<file path="config.mk">
export PLATFORM = sky130hd
export DESIGN_NAME = coord_collector_pmem
export DESIGN_NICKNAME = d
export VERILOG_FILES = /design/src/rtl/coord_collector_pmem.sv
export SDC_FILE = /design/constraint.sdc
export NUM_CORES = 1
export LEC_CHECK = 0
export BUFFER_PORTS_ARGS = -buffer_cell sky130_fd_sc_hd__buf_2
export CORE_MARGIN = 3
export CORE_UTILIZATION = 52
export CTS_CLUSTER_SIZE = 12
export DETAILED_ROUTE_END_ITERATION = 8
export PLACE_DENSITY_LB_ADDON = 0.3
export SETUP_SLACK_MARGIN = 0.5
export SKIP_CTS_REPAIR_TIMING = 1
export SYNTH_ARGS = -nofsm -noshare
export SYNTH_HDL_FRONTEND = slang
export SYNTH_SLANG_ARGS = --single-unit
</file>
<file path="constraint.sdc">
create_clock -name clk -period 1.9 [get_ports clk]
set_input_delay 0.19 -clock clk [delete_from_list [all_inputs] [get_ports clk]]
set_output_delay 0.19 -clock clk [all_outputs]
set_load 0.01 [all_outputs]
</file>
<file path="src/rtl/coord_collector_pmem.sv">
// coord_collector_pmem
//   Coordinate-entry engine for the pathfinding accelerator's initialisation
//   phase. Coordinates arrive one half at a time (X, then Y) on coord_in,
//   qualified by a one-cycle transition strobe. Each completed pair is packed
//   as {Y, X} and written to node memory at consecutive addresses starting at
//   0. A capacity guard flags requests for more pairs once the table is full,
//   and clear (from FINISH) restarts entry from address 0.
//
//   Optional feature: define COORD_RANGE_CHECK_EN to reject coordinates
//   >= GRID_DIM (the FSM holds its state and sets sticky range_err).
//
// Ports
//   clk             system clock, rising edge
//   reset           asynchronous active-low reset
//   coord_in        coordinate value being entered
//   transition      one-cycle strobe, coord_in valid
//   enter_new_coord request another pair after a write
//   finish_init     end of coordinate entry
//   clear           from FINISH: empty the table and restart entry
//   mem_we          node-memory write enable (one cycle per pair)
//   mem_addr        node-memory write address
//   mem_wdata       packed pair {Y, X}, X in the low COORD_W bits
//   node_count      number of pairs written (saturates at MAX_NODES)
//   busy            high in every state except FINISH
//   overflow        sticky: new pair requested while the table was full
//   range_err       sticky: out-of-range coordinate seen (feature only)
//   done            high in FINISH
module coord_collector_pmem #(
  parameter int COORD_W   = 8,
  parameter int MAX_NODES = 64,
  parameter int GRID_DIM  = 256,
  localparam int ADDR_W   = $clog2(MAX_NODES)
) (
  input  logic                   clk,
  input  logic                   reset,
  input  logic [COORD_W-1:0]     coord_in,
  input  logic                   transition,
  input  logic                   enter_new_coord,
  input  logic                   finish_init,
  input  logic                   clear,
  output logic                   mem_we,
  output logic [ADDR_W-1:0]      mem_addr,
  output logic [2*COORD_W-1:0]   mem_wdata,
  output logic [ADDR_W:0]        node_count,
  output logic                   busy,
  output logic                   overflow,
  output logic                   range_err,
  output logic                   done
);

  typedef enum logic [2:0] {
    GET_X,
    GET_Y,
    WRITE,
    HOLD,
    FINISH
  } state_t;

  localparam logic [ADDR_W:0]  MAX_CNT  = (ADDR_W+1)'(MAX_NODES);
  localparam logic [COORD_W:0] GRID_LIM = (COORD_W+1)'(GRID_DIM);

`ifdef COORD_RANGE_CHECK_EN
  localparam bit RANGE_CHECK = 1'b1;
`else
  localparam bit RANGE_CHECK = 1'b0;
`endif

  state_t             state;
  logic [COORD_W-1:0] x_reg;
  logic [COORD_W-1:0] y_reg;
  logic               coord_ok;
  logic               table_full;

  // With range checking disabled this folds to constant 1.
  assign coord_ok   = !RANGE_CHECK || ({1'b0, coord_in} < GRID_LIM);
  assign table_full = (node_count == MAX_CNT);

`ifndef COORD_RANGE_CHECK_EN
  assign range_err = 1'b0;
`endif

  always_ff @(posedge clk or negedge reset) begin
    if (!reset) begin
      state      <= GET_X;
      x_reg      <= '0;
      y_reg      <= '0;
      node_count <= '0;
      mem_we     <= 1'b0;
      mem_addr   <= '0;
      mem_wdata  <= '0;
      overflow   <= 1'b0;
`ifdef COORD_RANGE_CHECK_EN
      range_err  <= 1'b0;
`endif
      done       <= 1'b0;
      busy       <= 1'b1;
    end else begin
      mem_we <= 1'b0;
      case (state)
        GET_X: begin
          if (transition) begin
            if (coord_ok) begin
              x_reg <= coord_in;
              state <= GET_Y;
            end else begin
`ifdef COORD_RANGE_CHECK_EN
              range_err <= 1'b1;
`endif
            end
          end else if (finish_init) begin
            state <= FINISH;
            done  <= 1'b1;
            busy  <= 1'b0;
          end
        end

        GET_Y: begin
          // Write strobe and payload are registered here so mem_we is high
          // for exactly the cycle the FSM spends in WRITE.
          if (transition) begin
            if (coord_ok) begin
              y_reg     <= coord_in;
              mem_we    <= 1'b1;
              mem_addr  <= node_count[ADDR_W-1:0];
              mem_wdata <= {coord_in, x_reg};
              state     <= WRITE;
            end else begin
`ifdef COORD_RANGE_CHECK_EN
              range_err <= 1'b1;
`endif
            end
          end
        end

        WRITE: begin
          if (!table_full) begin
            node_count <= node_count + 1'b1;
          end
          state <= HOLD;
        end

        HOLD: begin
          if (finish_init) begin
            state <= FINISH;
            done  <= 1'b1;
            busy  <= 1'b0;
          end else if (enter_new_coord) begin
            if (table_full) begin
              overflow <= 1'b1;
            end else begin
              state <= GET_X;
            end
          end
        end

        FINISH: begin
          if (clear) begin
            node_count <= '0;
            overflow   <= 1'b0;
`ifdef COORD_RANGE_CHECK_EN
            range_err  <= 1'b0;
`endif
            done       <= 1'b0;
            busy       <= 1'b1;
            state      <= GET_X;
          end
        end

        default: begin
          state <= GET_X;
        end
      endcase
    end
  end

  // y_reg mirrors the latched Y half; it is observed through mem_wdata.
  logic unused_y;
  assign unused_y = ^y_reg;

endmodule

</file>
==> run summary, run 1 <==
The flow ran to the end, and the final reports show no timing, DRC or antenna violations. Number of antenna violations at the first check in global routing: 0. The share of the cycle needed by the critical path after routing was 0.889; the total I/O pin count was 48.

Clock-pin slew on the worst setup and hold paths: 130 ps. The wire-length estimate of the detail-placed layout is 2.54 mm. For the worst-skew pair, the clock arrives at the later sink with an insertion delay of 360 ps.

Adding up every negative setup slack in the final design gives 0 ps. Path type of the worst min-delay path: in -> reg. The clock arrives with 16.1 ps of skew.

The growth of design area from synthesis to finish was 43.3%; the number of vias in the routed layout was 1471. A synthesized cell averages 13.1 um^2. The netlist area before placement was 1890 um^2. The logs give 2.42 mm for the met2 wirelength from detailed routing and 45 for the maximum number of pins on one net before global-route repair. Setup violations remaining at the end of the flow were counted as 0. Cell type contributing the most total cell area after synthesis: sky130_fd_sc_hd__dfrtp_1. The total die area is 4390 um^2. Most frequent standard cell in the layout excluding fill and tap cells: sky130_fd_sc_hd__buf_2. The areal power density over the cells was 1770 nW/um^2. The analysis attributes to cell leakage a power of 1.33 nW. The maximum fanout along the worst path is 6, and the routed length per placed instance is 17.7 um.

The share of Yosys cell area claimed by the top area cell type was 0.570; the total of warnings raised by yosys was 0. After detailed placement, the total cell area comes to 2230 um^2. The logs give 0 for the max-cap check violation count and 3420 um^2 for the area of the core. The tools report the tightest slew margin relative to the limit as 0.637. The tools report the number of distinct library cells after synthesis as 34. The post-route minimum period was 1690 ps. The layout cell share with drive strength beyond 1 works out to 0.606. The logs give 236 for the number of nets in the layout and 4.72 mm for the post-detailed-routing wire length. The library cell used as clock root buffer was sky130_fd_sc_hd__clkbuf_4.

The layout has 187 filler cells. The clock group share of total power came out at 0.100. In the synthesized netlist, the number of instances is 144.

The first global-routing pass estimated 5.66 mm of wire. Based on the critical path, the design can be clocked at up to 592 MHz. The global-route total usage across every layer is 0.175, and the sequential share of power is 0.373. Counting the buffers created by CTS gives 5.

The tools report the number of design rule violations left after detail routing as 0. Data on the critical path is required at its endpoint by 2210 ps. The run gives 0 as the number of hold violations in the final report. The setup path with the least slack is of type reg -> reg. The internal reg-to-reg setup slack was 210 ps.

Routability-driven placement finished with a final weighted congestion of 0.779. The tools report the initial standard-cell utilization of the core as 0.553. Synthesis produced a netlist with a net count of 160.

Before antenna repair, the detailed router went through 4 iterations. The internal portion of the total power is 3.10 mW. The run gives 0 as the total congestion overflow. In the post-synthesis netlist, the biggest area contributors are sky130_fd_sc_hd__dfrtp_1 (57%), sky130_fd_sc_hd__mux2_2 (18%), sky130_fd_sc_hd__mux2i_1 (1.6%), sky130_fd_sc_hd__nand2_1 (1.6%), sky130_fd_sc_hd__dfstp_2 (1.4%). Input and output buffers added on the ports amount to 46. The via density per instance came out at 5.51. Yosys mapped a number of flops with a built-in enable equal to 0. In the final routing, the length of wire on met1 measures 1.96 mm.

The H-tree generated during clock tree synthesis spans 2 levels. Setup repair after global routing could not meet its margin everywhere. The proportion of synthesized flip-flops having asynchronous set or reset is 1.00. The endpoint kind of the worst setup timing path is a flip-flop. The switching part of the total was 0.356. Via count of the first global-routing pass: 1258. Counting flops and latches in the post-synthesis netlist gives 44.

The logs give 44 for the total number of clock tree sinks and 0.583 for the post-synthesis sequential area ratio. The uppermost layer routed is met4. Measured along the x axis, the die boundary spans 66.3 um.

Detailed routing placed a total of 229 um of wire on met3. The number of core rows came out at 21. The first routing iteration left 46 violations.

In the synthesized netlist the dominant register cell turns out to be sky130_fd_sc_hd__dfrtp_1. VDD sags by at most 0.839 mV. STA classifies the critical path startpoint as a flip-flop. Once layout is done, the placed cells without fillers occupy 2710 um^2.

The number of cells on the worst reg-to-reg path was 3; the critical path data arrival time was 2000 ps. The longest clock path from root to sink contains 2 buffers. The worst hold path cell count is 2. The logs give 1.71 mW for the total net switching power and 0 for the number of diodes added for antenna fixing. The register with the most flip-flops in the layout has 16 of them.

The tightest hold path in the finished design has a slack of 68.7 ps. The proportion of power drawn by combinational gates was 0.527. TritonCTS built the clock tree. Once detail routing completed, the nets flagged for antenna violations numbered 0. The die is 66.3 um tall. The slew at the pin with the worst max-slew slack works out to 544 ps.

In the layout the commonest cells are sky130_fd_sc_hd__buf_2 (47), sky130_fd_sc_hd__dfrtp_1 (36), sky130_fd_sc_hd__mux2_4 (30). The tools report the number of pins exceeding their max-slew limit in the final report as 0.
==> cells by family (layout without fill, tap and decap cells) <==
logic type / after synthesis / count (layout) / share of synthesized area
other: 1 / 1 / 0.00198
AOI/OAI and AO/OA: 20 / 20 / 0.0669
and+or+nand+nor: 31 / 31 / 0.103
DFF: 44 / 44 / 0.583
adders and majority gates: 2 / 2 / 0.0132
muxes: 34 / 34 / 0.201
buffers and inverters: 12 / 89 / 0.0305
==> synth_stat cells, drive strengths merged, types with 2 or more instances <==
master  number
o31ai        3
mux2i        3
o21ai        6
nor3         4
a21oi        5
nand2        8
mux2        31
or4          3
buf          6
nor2         4
nor4bb       2
inv          6
dfrtp       43
ha           2
nand3        3
==> power by group through the flow <==
| stage | clock (mW) | sequential, mW | combinational [mW] |
|---|---|---|---|
| 2_1_floorplan | 0 | 1.87 | 1.07 |
| 3_3_place_gp | 0 | 1.79 | 1.63 |
| 3_5_place_dp | 0 | 1.82 | 1.67 |
| 4_1_cts | 0.490 | 1.80 | 1.68 |
| 5_1_grt | 0.537 | 1.85 | 2.70 |
| 6_report | 0.482 | 1.79 | 2.53 |
==> layer usage <==
layer	track usage	up-vias
met1	0.204	752
met2	0.294	41
met5	0	-
met4	0.0685	0
met3	0.0612	12
li1	-	666
==> worst paths after layout <==
kind | start | endpoint
max | node_count[3]$_DFFE_PN0P_ | overflow$_DFFE_PN0P_
min | coord_in[0] | x_reg[0]$_DFFE_PN0P_
max reg2reg | node_count[3]$_DFFE_PN0P_ | overflow$_DFFE_PN0P_
min reg2reg | node_count[6]$_DFFE_PN0P_ | node_count[6]$_DFFE_PN0P_
max in group asynchronous | reset | node_count[3]$_DFFE_PN0P_
min in group asynchronous | reset | mem_wdata[10]$_DFFE_PN0P_
==> critical path: stages (launching register included) <==
cell	delay, ps
sky130_fd_sc_hd__dfrtp_2	460
sky130_fd_sc_hd__or4_4	540
sky130_fd_sc_hd__or4_4	520
sky130_fd_sc_hd__o21ai_2	130
==> area by class of cell <==
| cell class | count | area (um^2) | area share |
|---|---|---|---|
| inverters | 6 | 22.5 | 0.00832 |
| flip-flops and latches | 44 | 1110 | 0.410 |
| multi-input cells | 88 | 923 | 0.341 |
| clock buffers | 7 | 55.1 | 0.0203 |
| well taps | 46 | 57.6 | 0.0213 |
| repair buffers | 75 | 531 | 0.196 |
| clock inverters | 1 | 7.51 | 0.00277 |
==> per-stage QoR <==
step	power, mW	cells	util	setup slack, ps
after floorplan	2.94	144	-	231
after global placement	3.41	233	0.654	228
after detailed placement	3.49	233	0.654	171
after CTS	3.97	241	0.673	153
after global routing	5.08	267	0.793	186
final	4.80	267	0.793	210
Power figures use the tool's default switching activity.
==> run 2, diff against run 1 <==
ABC_AREA = 1   (was default)
SKIP_LAST_GASP = 1   (was default)
==> run summary, run 2 <==
The library cells used most frequently in the layout, excluding fill and tap cells, are sky130_fd_sc_hd__nand2_1 (75), sky130_fd_sc_hd__buf_2 (46), sky130_fd_sc_hd__dfrtp_1 (41). The max-cap check violation count is 0 (unchanged). The number of vias in the routed layout is 1690 (+15%), and the final cell area excluding filler cells is 2480 um^2 (-8.4%).

The total I/O pin count is 48 (unchanged), and the proportion of power drawn by combinational gates is 0.402 (-0.125). The maximum number of pins on one net before global-route repair was 36 (-20%); the number of flip-flops under the largest register name was 16 (unchanged). The number of distinct library cells after synthesis came out at 22 (-35%). Die extent in y: 66.9 um (+0.87%). The startpoint identified for the worst register-to-register timing path is node_count[0]$_DFFE_PN0P_. The net count of the mapped netlist was 247 (+54%); the synthesized area per cell was 8.34 um^2 (-36%). Cell type contributing the most total cell area after synthesis: sky130_fd_sc_hd__dfrtp_1.

The run gives 2.37 mW (-23%) as the internal power of the cells. Final weighted congestion of routability-driven global placement: 0.808 (+3.8%). The number of nets in the layout is 306 (+30%), and the worst hold path cell count is 3 (+1). The worst-skew pair later-pin latency is 300 ps (-60 ps), and the clock group share of total power is 0.187 (+0.087). For the area of the core, the log shows 3440 um^2 (+0.77%). The kind of start point of the critical path was a flip-flop. The run finished with clean final reports. The post-route minimum period was 1500 ps (-191 ps). The tools report the worst path required time as 2090 ps (-120 ps). The global-route total usage across every layer was 0.199 (+0.0236); the layout cell share with drive strength beyond 1 was 0.320 (-0.287).

For the critical path data arrival time, the log shows 1690 ps (-310 ps). The reported leakage power is 1.37 nW (+3.3%), and the share of Yosys cell area claimed by the top area cell type is 0.559 (-0.0107). Following the worst setup path forward leads to its endpoint at node_count[2]$_DFFE_PN0P_. Source of the worst hold timing path: coord_in[2]. The post-detailed-routing wire length came out at 4.40 mm (-6.9%).

The routed length per placed instance is 13.0 um (-26%). Number of core rows: 21 (unchanged). The worst register-to-register path ends at node_count[2]$_DFFE_PN0P_. The detailed-router iteration count before antenna repair is 4 (unchanged), and the worst clock skew is 3.39 ps (-12.7 ps). The maximum fanout along the worst path was 5 (-1). The total number of clock tree sinks is 44 (unchanged). In this run the clock root is driven by a sky130_fd_sc_hd__clkbuf_8.

The total congestion overflow was 0 (unchanged). The growth of design area from synthesis to finish was 28.8%. The number of clock buffers inserted by TritonCTS was 5 (unchanged); the clock-pin slew on the worst setup and hold paths was 90 ps (-40 ps). The logs give 287 (+53%) for the number of inserted filler cells in the final layout and 6.69 mm (+18%) for the wire length of the first global-routing pass. The proportion of synthesized flip-flops having asynchronous set or reset is 1.00 (unchanged), and the initial standard-cell utilization of the core is 0.559 (+0.00632). The most critical setup path has its startpoint at node_count[0]$_DFFE_PN0P_.

The share of the cycle needed by the critical path after routing came out at 0.789 (-0.100). The switching part of the total is 0.400 (+0.0439), and the total die area is 4470 um^2 (+1.7%). The number of flops mapped to enable cells by yosys is 0 (unchanged), and the count of nets left with antenna violations after detail routing is 0 (unchanged). The placed cell area came out at 2210 um^2 (-0.95%). TritonCTS built the clock tree. The number of pins exceeding their max-slew limit in the final report is 0 (unchanged). By count the netlist is led by sky130_fd_sc_hd__nand2_1 (79), sky130_fd_sc_hd__dfrtp_1 (43), sky130_fd_sc_hd__inv_1 (29). The depth of the CTS H-tree is 2 (unchanged). The path type of the worst min-delay path was in -> reg.

The minimum hold slack is 145 ps (+76.3 ps), and the total net switching power is 1.58 mW (-7.8%). The logs give 667 MHz (+13%) for the upper clock frequency limit and 0 (unchanged) for the number of design rule violations left after detail routing. The number of antenna violations at the first check in global routing was 0 (unchanged); the clock tree buffer depth was 2 (unchanged).

Setup repair after global routing could not meet its margin everywhere. The total of warnings raised by yosys was 0 (unchanged); the via count of the first global-routing pass was 1524 (+21%). Post-detailed-placement half-perimeter wirelength: 2.88 mm (+13%).

The number of I/O port buffers was 46 (unchanged); the netlist area before placement was 1930 um^2 (+1.9%). The die span in x came out at 66.9 um (+0.87%). The logs give 0.411 (+0.038) for the sequential share of power and 0.572 (-0.0110) for the post-synthesis sequential area ratio. The number of cells on the worst reg-to-reg path was 9 (+6). In the post-synthesis netlist, the biggest area contributors are sky130_fd_sc_hd__dfrtp_1 (56%), sky130_fd_sc_hd__nand2_1 (15%), sky130_fd_sc_hd__inv_1 (5.7%), sky130_fd_sc_hd__o21ai_1 (3.9%), sky130_fd_sc_hd__o21ai_0 (3.6%).

The areal power density over the cells was 1590 nW/um^2 (-10%). The dominant register cell in the synthesized netlist is sky130_fd_sc_hd__dfrtp_1. The critical path is of the reg -> reg type. The count of state elements after synthesis is 44 (unchanged), and the via density per instance is 5.01 (-9.0%). sky130_fd_sc_hd__nand2_1 is the most common cell in the netlist. The library cell used most frequently in the layout, excluding fill and tap cells, is sky130_fd_sc_hd__nand2_1. Summed negative setup slack over all endpoints: 0 ps (unchanged).

The peak supply drop came out at 1.10 mV (+31%). For the number of design-rule violations left by the first detailed-router iteration, the log shows 85 (+85%). The logs give 0 (unchanged) for the number of endpoints failing setup at the final stage and 231 (+60%) for the number of instances in the synthesized netlist.

STA classifies the critical path endpoint as a flip-flop. Number of hold violations in the final report: 0 (unchanged). The internal reg-to-reg setup slack is 400 ps (+190 ps), and the number of diodes added for antenna fixing is 0 (unchanged).
-- run 2: cell count changes in the layout (fill, tap and decap cells not counted), moves of 6 or more --
cell,change
sky130_fd_sc_hd__o21ai_0,+10
sky130_fd_sc_hd__o21ai_1,+14
sky130_fd_sc_hd__mux2_4,-30
sky130_fd_sc_hd__nand2_1,+67
sky130_fd_sc_hd__buf_6,-6
sky130_fd_sc_hd__nand3_1,+7
sky130_fd_sc_hd__buf_4,-7
sky130_fd_sc_hd__inv_1,+21
-- run 2: metal layers --
layer  global-route usage  share of wire  vias to the layer above
li1                     -              -                      835
met1                0.266           0.44                      782
met2                0.314           0.47                       59
met3               0.0320          0.058                       14
met4               0.0937          0.028                        0
met5                    0              0                        -
-- run 2: layout make-up --
| cell class | count | area, um^2 | area share |
|---|---|---|---|
| flip-flops and latches | 44 | 1100 | 0.446 |
| multi-input cells | 149 | 758 | 0.306 |
| repair buffers | 57 | 315 | 0.127 |
| inverters | 33 | 129 | 0.0520 |
| clock buffers | 5 | 68.8 | 0.0277 |
| well taps | 46 | 57.6 | 0.0232 |
| clock inverters | 3 | 46.3 | 0.0187 |
-- run 2: worst min path at each step --
stage                           endpoint
2_1_floorplan           done$_DFFE_PN0P_
3_3_place_gp   node_count[3]$_DFFE_PN0P_
3_5_place_dp   node_count[5]$_DFFE_PN0P_
4_1_cts          mem_addr[3]$_DFFE_PN0P_
5_1_grt        mem_wdata[14]$_DFFE_PN0P_
6_report       mem_wdata[10]$_DFFE_PN0P_
-- run 2: stage by stage --
stage | power [mW] | util | std cells | setup slack, ps
after floorplan | 2.48 | - | 231 | 521
after global placement | 2.96 | 0.643 | 321 | 506
after detailed placement | 3.00 | 0.643 | 321 | 435
after CTS | 3.74 | 0.676 | 329 | 408
after global routing | 4.24 | 0.720 | 337 | 349
final | 3.95 | 0.720 | 337 | 401
-- run 2: kinds of logic (layout without fill, tap and decap cells) --
group,Yosys count,count (layout),share of synthesized area
other,1,1,0.00195
AOI/OAI and AO/OA,35,35,0.0916
DFF,44,44,0.572
and+or+nand+nor,109,110,0.235
xor gates and xnor gates,1,1,0.00455
adders and majority gates,2,2,0.0130
buffers and inverters,39,98,0.0812
-- run 2: power by group through the flow --
stage | logic, mW | registers, mW | clock network (mW)
floorplan | 0.747 | 1.73 | 0
global placement | 1.36 | 1.60 | 0
detailed placement | 1.39 | 1.61 | 0
CTS | 1.40 | 1.59 | 0.743
global route | 1.79 | 1.67 | 0.782
finish | 1.59 | 1.62 | 0.736
-- run 2: critical path: stages, from the launching register on --
cell	delay, ps
sky130_fd_sc_hd__dfrtp_1	430
sky130_fd_sc_hd__inv_2	130
sky130_fd_sc_hd__ha_4	140
sky130_fd_sc_hd__nand2_2	50
sky130_fd_sc_hd__nor2_4	120
sky130_fd_sc_hd__nand2_2	80
sky130_fd_sc_hd__nand2_4	90
sky130_fd_sc_hd__nand2_4	70
sky130_fd_sc_hd__a21oi_1	200
sky130_fd_sc_hd__nor2_1	70
